**src/rtl/logic_4099.sv**
```systemverilog
`default_nettype none
// ============================================================================
// Module   : logic_4099
// Purpose  : Cycle-based emulation of the CMOS 4099 8-bit addressable latch.
//            Asynchronous board pins are synchronized, then decoded each cycle.
// Revision : 1.0 - initial release
// ============================================================================
module logic_4099 #(
    parameter int ADDR_W      = 3,
    parameter int SYNC_STAGES = 2
) (
    input  logic                   CLK,
    input  logic                   RST,
    input  logic                   D,
    input  logic                   WD,
    input  logic                   RESET,
    input  logic [ADDR_W-1:0]      A,
    output logic [2**ADDR_W-1:0]   Q
);

    localparam int c_IN_W  = ADDR_W + 3;
    localparam int c_NUM_Q = 2**ADDR_W;

    logic [c_IN_W-1:0]  w_pins;
    logic [c_IN_W-1:0]  w_samp;
    logic               w_s_reset;
    logic               w_s_wd;
    logic               w_s_d;
    logic [ADDR_W-1:0]  w_s_a;
    logic [c_NUM_Q-1:0] w_q_next;
    logic [c_NUM_Q-1:0] r_q;

    // All pins share one pipeline so they remain mutually aligned.
    assign w_pins = {RESET, WD, D, A};

    generate
        if (SYNC_STAGES == 0) begin : g_nosync
            assign w_samp = w_pins;
        end else begin : g_sync
            logic [SYNC_STAGES-1:0][c_IN_W-1:0] r_sync;

            always_ff @(posedge CLK) begin
                if (RST) begin
                    r_sync <= '0;
                end else begin
                    r_sync[0] <= w_pins;
                    for (int i = 1; i < SYNC_STAGES; i++) begin
                        r_sync[i] <= r_sync[i-1];
                    end
                end
            end

            assign w_samp = r_sync[SYNC_STAGES-1];
        end
    endgenerate

    assign w_s_reset = w_samp[c_IN_W-1];
    assign w_s_wd    = w_samp[c_IN_W-2];
    assign w_s_d     = w_samp[ADDR_W];
    assign w_s_a     = w_samp[ADDR_W-1:0];

    // Mode is re-decoded every cycle; only Q carries state.
    always_comb begin
        w_q_next = r_q;
        case ({w_s_reset, w_s_wd})
            2'b00: begin
                w_q_next[w_s_a] = w_s_d;
            end
            2'b01: begin
                w_q_next = r_q;
            end
            2'b10: begin
                w_q_next        = '0;
                w_q_next[w_s_a] = w_s_d;
            end
            default: begin
                w_q_next = '0;
            end
        endcase
    end

    always_ff @(posedge CLK) begin
        if (RST) begin
            r_q <= '0;
        end else begin
            r_q <= w_q_next;
        end
    end

    assign Q = r_q;

endmodule
`default_nettype wire

```
**config.mk**
```make
export PLATFORM = sky130hd
export DESIGN_NAME = logic_4099
export DESIGN_NICKNAME = d
export VERILOG_FILES = /design/src/rtl/logic_4099.sv
export SDC_FILE = /design/constraint.sdc
export NUM_CORES = 1
export LEC_CHECK = 0
export ABC_AREA = 0
export CORE_MARGIN = 2
export CORE_UTILIZATION = 50
export DETAILED_ROUTE_END_ITERATION = 10
export PLACE_DENSITY = 0.91
export REMOVE_ABC_BUFFERS = 1
export SLEW_MARGIN = 15
export SYNTH_ARGS = -nofsm -noshare
export SYNTH_HDL_FRONTEND = slang
export SYNTH_SLANG_ARGS = --single-unit
export TNS_END_PERCENT = 100
```
**constraint.sdc**
```tcl
create_clock -name CLK -period 2 [get_ports CLK]
set_input_delay 0.4 -clock CLK [delete_from_list [all_inputs] [get_ports CLK]]
set_output_delay 0.4 -clock CLK [all_outputs]
set_load 0.005 [all_outputs]
```
[After elaboration in Yosys (flattened, before gate mapping)]
Index checks and enable logic that the tools add are counted.
W data, S select, Z words.
Storage, ports and cells
  register bits: 20
  bits in latches: 0
  memory bits (writable): 0
  memory bits (read-only): 0
  input bits: 8
  output and inout bits: 8
  memories: 0
Cells by class
  add/subtract/negate cells: 0
  multiply operators: 0
  divide/modulo/power cells: 0
  $lt $le $gt $ge: 2
  eq/ne operators: 2
  shift-type cells: 0
  muxes and demuxes: 4
  bitwise operators: 1
  reductions and logical operators: 2
Operator list (count)
  $pmux W8 S3: 1
  $and A8 B8 Y8: 1
  $bwmux W8: 1
  $lt A3 B4 Y1 const B: 1
  $demux W1 S3: 1
  $ge A3 B1 Y1 const B: 1
  $eq A2 B1 Y1 const B: 1
  $eq A2 B2 Y1 const B: 1
  $logic_not A2 Y1: 1
  $logic_and A1 B1 Y1: 1
  $mux W1: 1

[Longest topological paths before layout]
Gate-level depths: netlist of run 1.
  depth after elaboration: 6
  mapped depth: 3
  depth with buffers taken out: 2

[Least setup slack after synthesis of run 1]
No wires, ideal clock.
  kind: register to register
  from: register g_sync.r_sync, in the netlist w_samp[4]
  to: register r_q[0], in the netlist Q[0]
  data arrival time: 1.144 ns
  setup slack: 0.764 ns
  cell stages (with the launch flop): 4
  buffers on the path: 1
  period minus slack after synthesis: 1.236 ns
  cells stage by stage: dfxtp_1 > buf_6 > or4b_4 > o32ai_1
On the way
  word-level cells in the longest chain between the ends: 2
  elaborated cells between the ends (all ways): 4
  those cells by class: eq/ne: 2; mux: 1; reduce/logical: 1
Ends and longest elaborated chain
  start: declaration: line 40  | logic [SYNC_STAGES-1:0][c_IN_W-1:0] r_sync;
  start signal: indexed assignment: line 48  | r_sync[i] <= r_sync[i-1];
  $eq A2 B2 Y1 (tied with other cells): line 65  | case ({w_s_reset, w_s_wd})
  $pmux W8 S3: line 65
  end signal: assignment: line 86  | r_q <= w_q_next;
  end: declaration: line 31  | logic [c_NUM_Q-1:0] r_q;
Parallel ways exist; a longest one is shown, timed or not.
A chain may end at the register's enable or synchronous reset.

[Worst setup path in the final report of run 1]
  from: register r_q[3], in the netlist Q[3]
  to: output Q[3]
RTL lines
  end: declaration: line 18  | output logic [2**ADDR_W-1:0] Q
No word-level cell between the ends.

==> results of run 1 <==
where the power goes:
group / switching [mW] / leakage [nW] / internal [mW]
clock network: 0.117 / 0.0279 / 0.202
registers: 0.0118 / 0.164 / 0.411
logic: 0.0127 / 0.136 / 0.0281
total: 0.141 / 0.327 / 0.641
synth_stat cells:
cell type	instances	area [um^2]
nand2b_1	2	12.5
buf_6	1	11.3
or3b_2	4	35.0
clkbuf_1	4	15.0
nand4bb_1	1	11.3
or3b_1	4	35.0
nand2_1	1	3.75
o22ai_1	6	37.5
and4b_2	1	11.3
and4bb_2	3	37.5
o32ai_1	2	17.5
nor4b_1	3	26.3
or4b_4	1	13.8
dfxtp_1	20	400
nor2b_1	12	75.1
nor4_1	1	6.26
flip-flops by register name, summed over array words and instances, names as in the netlist:
| register | cells |
|---|---|
| Q | 8 |
| g_sync.r_sync | 6 |
| w_samp | 6 |
per-layer routing:
layer	wire length (um)	GRT usage (%)	vias up
met2	575	22.7	18
li1	-	-	275
met5	0	0	-
met1	565	20.1	251
met3	65	2.98	0
met4	0	5.00	0
kinds of logic after synthesis:
group           count (synthesis)  share of synthesized area (%)
compound gates                  8                           7.35
buf+inv                         5                           3.51
flops                          20                           53.4
simple gates                   33                           35.7
worst min path at each step:
stage / start / endpoint / slack, ps / cells past startpoint
after floorplan: g_sync.r_sync[0] / w_samp[0] / 410 / 1
after global placement: g_sync.r_sync[3] / w_samp[3] / 420 / 1
after detailed placement: g_sync.r_sync[4] / w_samp[4] / 430 / 1
after CTS: g_sync.r_sync[4] / w_samp[4] / 450 / 1
after global routing: g_sync.r_sync[1] / w_samp[1] / 470 / 1
final: g_sync.r_sync[4] / w_samp[4] / 450 / 1
final cells by class:
cell class | instances | area (um^2) | share of cell area, %
clock buffers | 3 | 22.5 | 2.37
clock inverters | 1 | 30.0 | 3.15
multi-input cells | 41 | 323 | 33.9
flip-flops and latches | 20 | 400 | 42.0
well taps | 15 | 18.8 | 1.97
repair buffers | 16 | 158 | 16.6
==> results.md, run 1 <==
* Clock latency at the later pin of the worst-skew pair at slightly below 300 ps
* Share of layout cells above drive strength 1 at 17.3%
* Hold/Removal Path Class: reg -> reg
* CP peak stage delay at 510 ps
* Root Buffer: clkbuf_4
* CP required at 1600 ps
* CP Depth at 1
* Worst R2R Setup Slack at 700 ps
* WL/cell at 12.6 um
* Crit-path cells: clkdlybuf4s50_1
* Max_slew headroom at 77.0%
* Worst R2R Path Depth at 2
* Total chip power at a little under 0.8 mW
* Vias in the first global route at 488
* Largest net degree at the start of global routing at 18
* Final Max Tran Viols at 0
* MaxCap Viol Count at 0
* Clock Path Buffers at 2
* CTS clk-pin slew, worst paths at 110 ps
* Mapped cell area at 749 um^2
* Worst Path Buf+Inv at 1
* Setup TNS at 0 ps
* Min Hold Slack at 448 ps
* Synth cell types at 16
* Worst slew pin tran at 344 ps
* GRT Util Overall at between 10 and 15%
* Setup CP Type: reg -> out
* CTS tree: built
* Crit-path slowest cell: clkdlybuf4s50_1
* Antenna Diode Count at 0
* First-pass GRT wire length at 2.07 mm
* Final-report hold violation count at 0
* Drt pass-1 iters at 4
* CP max FO at 2
* Fillcell total at approximately 120
* Worst r2r src: w_samp[4]
* H-tree Lvls at 1
* Clock Sinks at 20
* Syn-to-layout area delta at 27.0%
* Reg-to-reg endpoint: Q[0]
* Placed cell count at 92
* Setup bufs post-CTS at 0
* Synth Register Bits at 20
* IO Port Bufs at 15
* DRC Markers at 0
* Vias per cell at 5.67
* Critical Path Sink: Q[3]
* GP Congestion at 0.773
* YS warnings at 0
* Starting DRT DRC Count at 3
* Highest clock rate at 650 MHz
* Final setup slack of the worst path at approximately 460 ps
* VDD IR max at 0.465 mV
* Core footprint at 1350 um^2
* Run status: finished clean
* Leakage at 0.327 nW
* CTS Hold Bufs at 0
* Area of placed instances at 900 um^2
* Post-synthesis sequential area ratio at 53.4%
* Initial antenna violation count at 0
* GRT overflow at 0
* Critical Path AT at 1140 ps
* DRT Wirelength at 1.21 mm
* DRT antenna net count at 0
* Io pins at 16
* Mapped Cells at between 60 and 70
* Final net count at 90
* Max Clock Skew at roughly 4.2 ps
* DIE AREA at 1820 um^2
* Final core utilization at 70.5%
* Syn_area_per_cell at approximately 11 um^2
* Unrepaired setup endpoints after global routing: false
* CP startpoint: Q[3]
* Setup violations, final at 0
* Post-DP HPWL at 808 um
* Fin crit share at 77.0%
* Die height at 42.7 um
* Commonest non-fill, non-tap cell in the layout: dfxtp_1
* DR vias at 544
* Die X-Extent at about 43 um
* CP Capture Type: output pin
* Top delay family on crit path: buffers and inverters
* CTS buffer count at 3
* Pwr Density at about 820 nW/um^2
* Leading cell types in the layout, fill and taps excluded: dfxtp_1, clkdlybuf4s50_1, nor2b_1, o22ai_1
* Initial core utilization at 55.5%
* Non-Filler Instances at 96
* Layout Cell Area excl Fill at 952 um^2
* Num rows at 13
* Crit path launch type: register
* Post-cts gate resize count at 0
* Setup WS pre-CTS at 218 ps
* Min Tclk post-route at between 1500 and 2000 ps
Power figures use the tool's default switching activity.
==> inputs of run 2 (changes only) <==
- CORE_UTILIZATION: 50 -> 42
- PLACE_DENSITY: 0.91 -> 0.83
- clock period: 2 -> 1.3 ns (I/O delays scaled with it)
==> results.md, run 2 (synthesized netlist as in run 1, its figures left out) <==
* CP required at 1500 ps
* Vias in the first global route at 473
* Comb pwr share at about 7.3%
* Largest net degree at the start of global routing at 14
* DRT antenna net count at 0
* Crit-path slowest cell: clkdlybuf4s50_1
* Fin crit share at about 94%
* Final-report hold violation count at 0
* Min Hold Slack at ~440 ps
* Setup bufs post-CTS at 0
* Total chip power at 0.996 mW
* DRC Markers at 0
* Antenna Diode Count at 0
* WL/cell at 11.2 um
* Leading cell types in the layout, fill and taps excluded: dfxtp_1, nor2b_1, dlygate4sd2_1, dfxtp_2, clkdlybuf4s50_1
* Final core utilization at 56.0%
* Final Max Tran Viols at 0
* Layout Cell Area excl Fill at 956 um^2
* Min Tclk post-route at 1220 ps
* Initial antenna violation count at 0
* VDD IR max at between 0.4 and 0.5 mV
* Max Clock Skew at 0.873 ps
* Root Buffer: clkbuf_4
* Io pins at 16
* Vias per cell at 5.00
* Final net count at between 90 and 100
* Run status: finished clean
* Num rows at 15
* Int Power at roughly 0.79 mW
* Starting DRT DRC Count at 1
* GP Congestion at 0.902
* Die X-Extent at 46.2 um
* H-tree Lvls at 1
* CTS clk-pin slew, worst paths at ~100 ps
* Drt pass-1 iters at 2
* Die height at between 40 and 50 um
* Post-DP HPWL at 857 um
* DIE AREA at 2140 um^2
* Crit path launch type: input pin
* Initial core utilization at 43.9%
* Highest clock rate at between 800 and 900 MHz
* DR vias at 540
* Critical Path AT at 1420 ps
* Setup violations, final at 0
* Area of placed instances at 935 um^2
* Clock latency at the later pin of the worst-skew pair at 290 ps
* CP peak stage delay at 430 ps
* Core footprint at 1710 um^2
* Commonest non-fill, non-tap cell in the layout: dfxtp_1
* Unrepaired setup endpoints after global routing: false
* IO Port Bufs at 15
* Max_slew headroom at between 70% and 80%
* CTS tree: built
* Worst slew pin tran at 352 ps
* Switching pwr at 0.210 mW
* Net Sw Frac at 21.0%
* Syn-to-layout area delta at 27.5%
* CTS buffer count at 3
* Setup TNS at 0 ps
* Crit-path cells: clkdlybuf4s50_1 -> buf_4 -> nand4bb_1 -> o32ai_1
* Clock Path Buffers at 2
* Pwr Density at 1040 nW/um^2
* GRT Util Overall at 14.0%
* Setup CP Type: in -> reg
* CP max FO at 10
* Hold/Removal Path Class: reg -> reg
* Share of layout cells above drive strength 1 at 27.7%
* Max FFs per register at 8
* Power share of the clock group at between 20% and 30%
* GRT overflow at 0
* MaxCap Viol Count at 0
* First-pass GRT wire length at 2.04 mm
* Share of power burned in registers at 64.7%
* Clock Sinks at 20
* CP Capture Type: register
* DRT Wirelength at 1.21 mm
* Leakage at 0.371 nW
==> run 2: cell types whose count changed in the layout (fill, tap and decap cells not counted) <==
cell,previous run,this run
dlygate4sd2_1,0,8
bufinv_16,1,0
dfxtp_1,20,13
clkdlybuf4s50_1,15,7
dfxtp_2,0,7
buf_4,1,4
==> run 2: metal layers <==
layer,GRT usage [%],vias to the layer above,part of all wire (%)
met1,15.9,246,43
met2,21.9,15,48
met4,11.4,0,3.3
li1,-,274,-
met5,0,-,0
met3,3.53,5,5.5
==> run 2: per-stage QoR <==
stage               std cells  setup slack (ps)
finish                    108              79.5
floorplan                  61               111
detailed placement        105              -227
global placement          105              -202
global route              108              9.98
CTS                       108              81.1
==> run 2: final timing paths <==
path	slack, ps	to	from	depth (start not counted)
worst max-delay path	80	Q[1]	RST	4
worst min-delay path	440	w_samp[3]	g_sync.r_sync[3]	1
worst max register to register	120	Q[0]	w_samp[4]	2
worst min register to register	440	w_samp[3]	g_sync.r_sync[3]	1
==> run 2: what timing repair did <==
action / in CTS / in global routing
hold buffers: 0 / 0
endpoints found under the setup margin: 8 / 0
gates resized for setup: 15 / 0
==> run 2: final cells by class <==
type                            count  area, um^2
Clock buffer                        3        22.5
Fill cell                         157         752
Multi-Input combinational cell     41         323
Sequential cell                    20         409
Tap cell                           25        31.3
Timing Repair Buffer               19         170
==> run 2: worst max-delay path: cells and delay by family <==
family,cells,cell delay [ps]
AND/OR/NAND/NOR,1,280
AO/OA/AOI/OAI,1,280
buffers and inverters,2,610
==> run 2: power groups by stage <==
stage | Sequential, mW | Combinational, mW | Clock [mW]
2_1_floorplan | 0.658 | 0.0264 | 0
3_3_place_gp | 0.658 | 0.0716 | 0
3_5_place_dp | 0.659 | 0.0741 | 0
4_1_cts | 0.645 | 0.0732 | 0.289
5_1_grt | 0.648 | 0.0800 | 0.315
6_report | 0.644 | 0.0724 | 0.279
==> inputs of run 3 (changes only) <==
- CAP_MARGIN: default -> 20
- CORE_UTILIZATION: 42 -> 46
- CTS_BUF_LIST: default -> sky130_fd_sc_hd__clkbuf_8
- PLACE_DENSITY: 0.83 -> 0.88
==> results.md, run 3 (synthesized netlist as in run 1, its figures left out) <==
* Max_slew headroom at 72.2%
* Die height at 44.4 um
* Net Sw Frac at roughly a fifth
* CP Capture Type: register
* Clock Path Buffers at 2
* CTS tree: built
* Final Max Tran Viols at 0
* Crit-path cells: clkdlybuf4s50_1 -> or4b_4 -> o32ai_2
* DRC Markers at 0
* VDD IR max at just under 0.7 mV
* Top delay family on crit path: simple AND/OR/NAND/NOR gates
* Clock latency at the later pin of the worst-skew pair at ~250 ps
* Comb pwr share at 7.2%
* Commonest non-fill, non-tap cell in the layout: dfxtp_1
* Highest clock rate at 784 MHz
* Crit-path slowest cell: or4b_4
* WL/cell at 14.1 um
* Post-cts gate resize count at 9
* Share of layout cells above drive strength 1 at 26.2%
* Reg-to-reg endpoint: Q[0]
* Unrepaired setup endpoints after global routing: true
* DR WL met3 at 51 um
* Met2 WL post-DR at 674 um
* GRT Util Overall at 15.8%
* Critical Path AT at 1440 ps
* Starting DRT DRC Count at 7
* Min Hold Slack at 437 ps
* Final setup slack of the worst path at 25.0 ps
* Core footprint at 1520 um^2
* Setup CP Type: in -> reg
* Syn-to-layout area delta at 32.7%
* Hold/Removal Path Class: reg -> reg
* Root Buffer: clkbuf_8
* Hold path cells at 1
* Antenna Diode Count at 0
* Fin crit share at 98.1%
* CP peak stage delay at between 500 and 600 ps
* Post-DP HPWL at a little under 1 mm
* GRT overflow at 0
* IO Port Bufs at 15
* Run status: finished clean
* CP required at 1470 ps
* Switching pwr at 0.228 mW
* MaxCap Viol Count at 0
* Initial antenna violation count at 0
* Leakage at ~0.4 nW
* Int Power at 0.889 mW
* Area of placed instances at 931 um^2
* Largest net degree at the start of global routing at 14
* Top Metal Used: met4
* First-pass GRT wire length at 2.28 mm
* Final-report hold violation count at 0
* Max FFs per register at 8
* Setup WS pre-CTS at -246 ps
* Final net count at 94
* GP Congestion at 0.818
* H-tree Lvls at 1
* Clock Sinks at 20
* Setup violations, final at 0
* Share of power burned in registers at between 50% and 60%
* DIE AREA at between 1500 and 2000 um^2
* Pwr Density at 1120 nW/um^2
* Leading cell types in the layout, fill and taps excluded: dfxtp_1, nor2b_1, dlygate4sd2_1, clkdlybuf4s50_1
* Worst R2R Setup Slack at about 100 ps
* Max Clock Skew at 3.25 ps
* Setup bufs post-CTS at 0
* DRT Wirelength at 1.41 mm
* Min Tclk post-route at 1280 ps
* Vias in the first global route at 531
* Die X-Extent at 44.4 um
* Setup TNS at 0 ps
* DR vias at 552
* Power share of the clock group at 34.9%
* Worst slew pin tran at 416 ps
* Fillcell total at 128
* Worst r2r src: w_samp[4]
* Layout Cell Area excl Fill at just under 1000 um^2
* Vias per cell at 5.52
* Initial core utilization at 49.2%
* Worst Path Buf+Inv at 1
* CTS Hold Bufs at 0
* Hold endpoint: w_samp[1]
* Drt pass-1 iters at 3
* Io pins at 16
* CP max FO at 4
* HP Start: g_sync.r_sync[1]
* Worst R2R Path Depth at 2
* CTS buffer count at 3
* CTS clk-pin slew, worst paths at 70 ps
* Met1 wire length at about 660 um
* Crit path launch type: input pin
* DRT antenna net count at 0
* Num rows at 14
run 3: worst max-delay path by stage:
stage	to	startpoint	slack [ps]	cells past startpoint
floorplan	Q[0]	w_samp[4]	110	2
global placement	Q[0]	RST	-200	3
detailed placement	Q[1]	RST	-250	4
CTS	Q[2]	RST	20	4
global route	Q[0]	RST	-20	3
finish	Q[0]	RST	20	3
run 3: power by group through the flow:
stage | sequential, mW | clock, mW | combinational, mW
3_3_place_gp | 0.659 | 0 | 0.0739
5_1_grt | 0.649 | 0.423 | 0.0871
3_5_place_dp | 0.660 | 0 | 0.0766
2_1_floorplan | 0.658 | 0 | 0.0264
6_report | 0.647 | 0.390 | 0.0800
4_1_cts | 0.646 | 0.392 | 0.0756
run 3: metal layers:
metal / GRT usage (%) / vias up
met5: 0 / -
met4: 7.27 / 0
met3: 2.45 / 2
met1: 20.7 / 255
met2: 25.6 / 16
li1: - / 279
run 3: stage by stage:
step / power (mW) / std cells / utilization [%]
final: 1.12 / 100 / 65.3
after global routing: 1.16 / 100 / 65.3
after CTS: 1.11 / 100 / 63.2
after detailed placement: 0.737 / 97 / 61.1
after global placement: 0.733 / 97 / 61.1
after floorplan: 0.685 / 61 / -
run 3: final cells by class:
cell class              count  area, um^2  area share [%]
clock buffers               3        41.3            4.15
flip-flops and latches     20         402            40.4
repair buffers             20         181            18.2
well taps                  16        20.0            2.01
multi-input cells          41         350            35.2
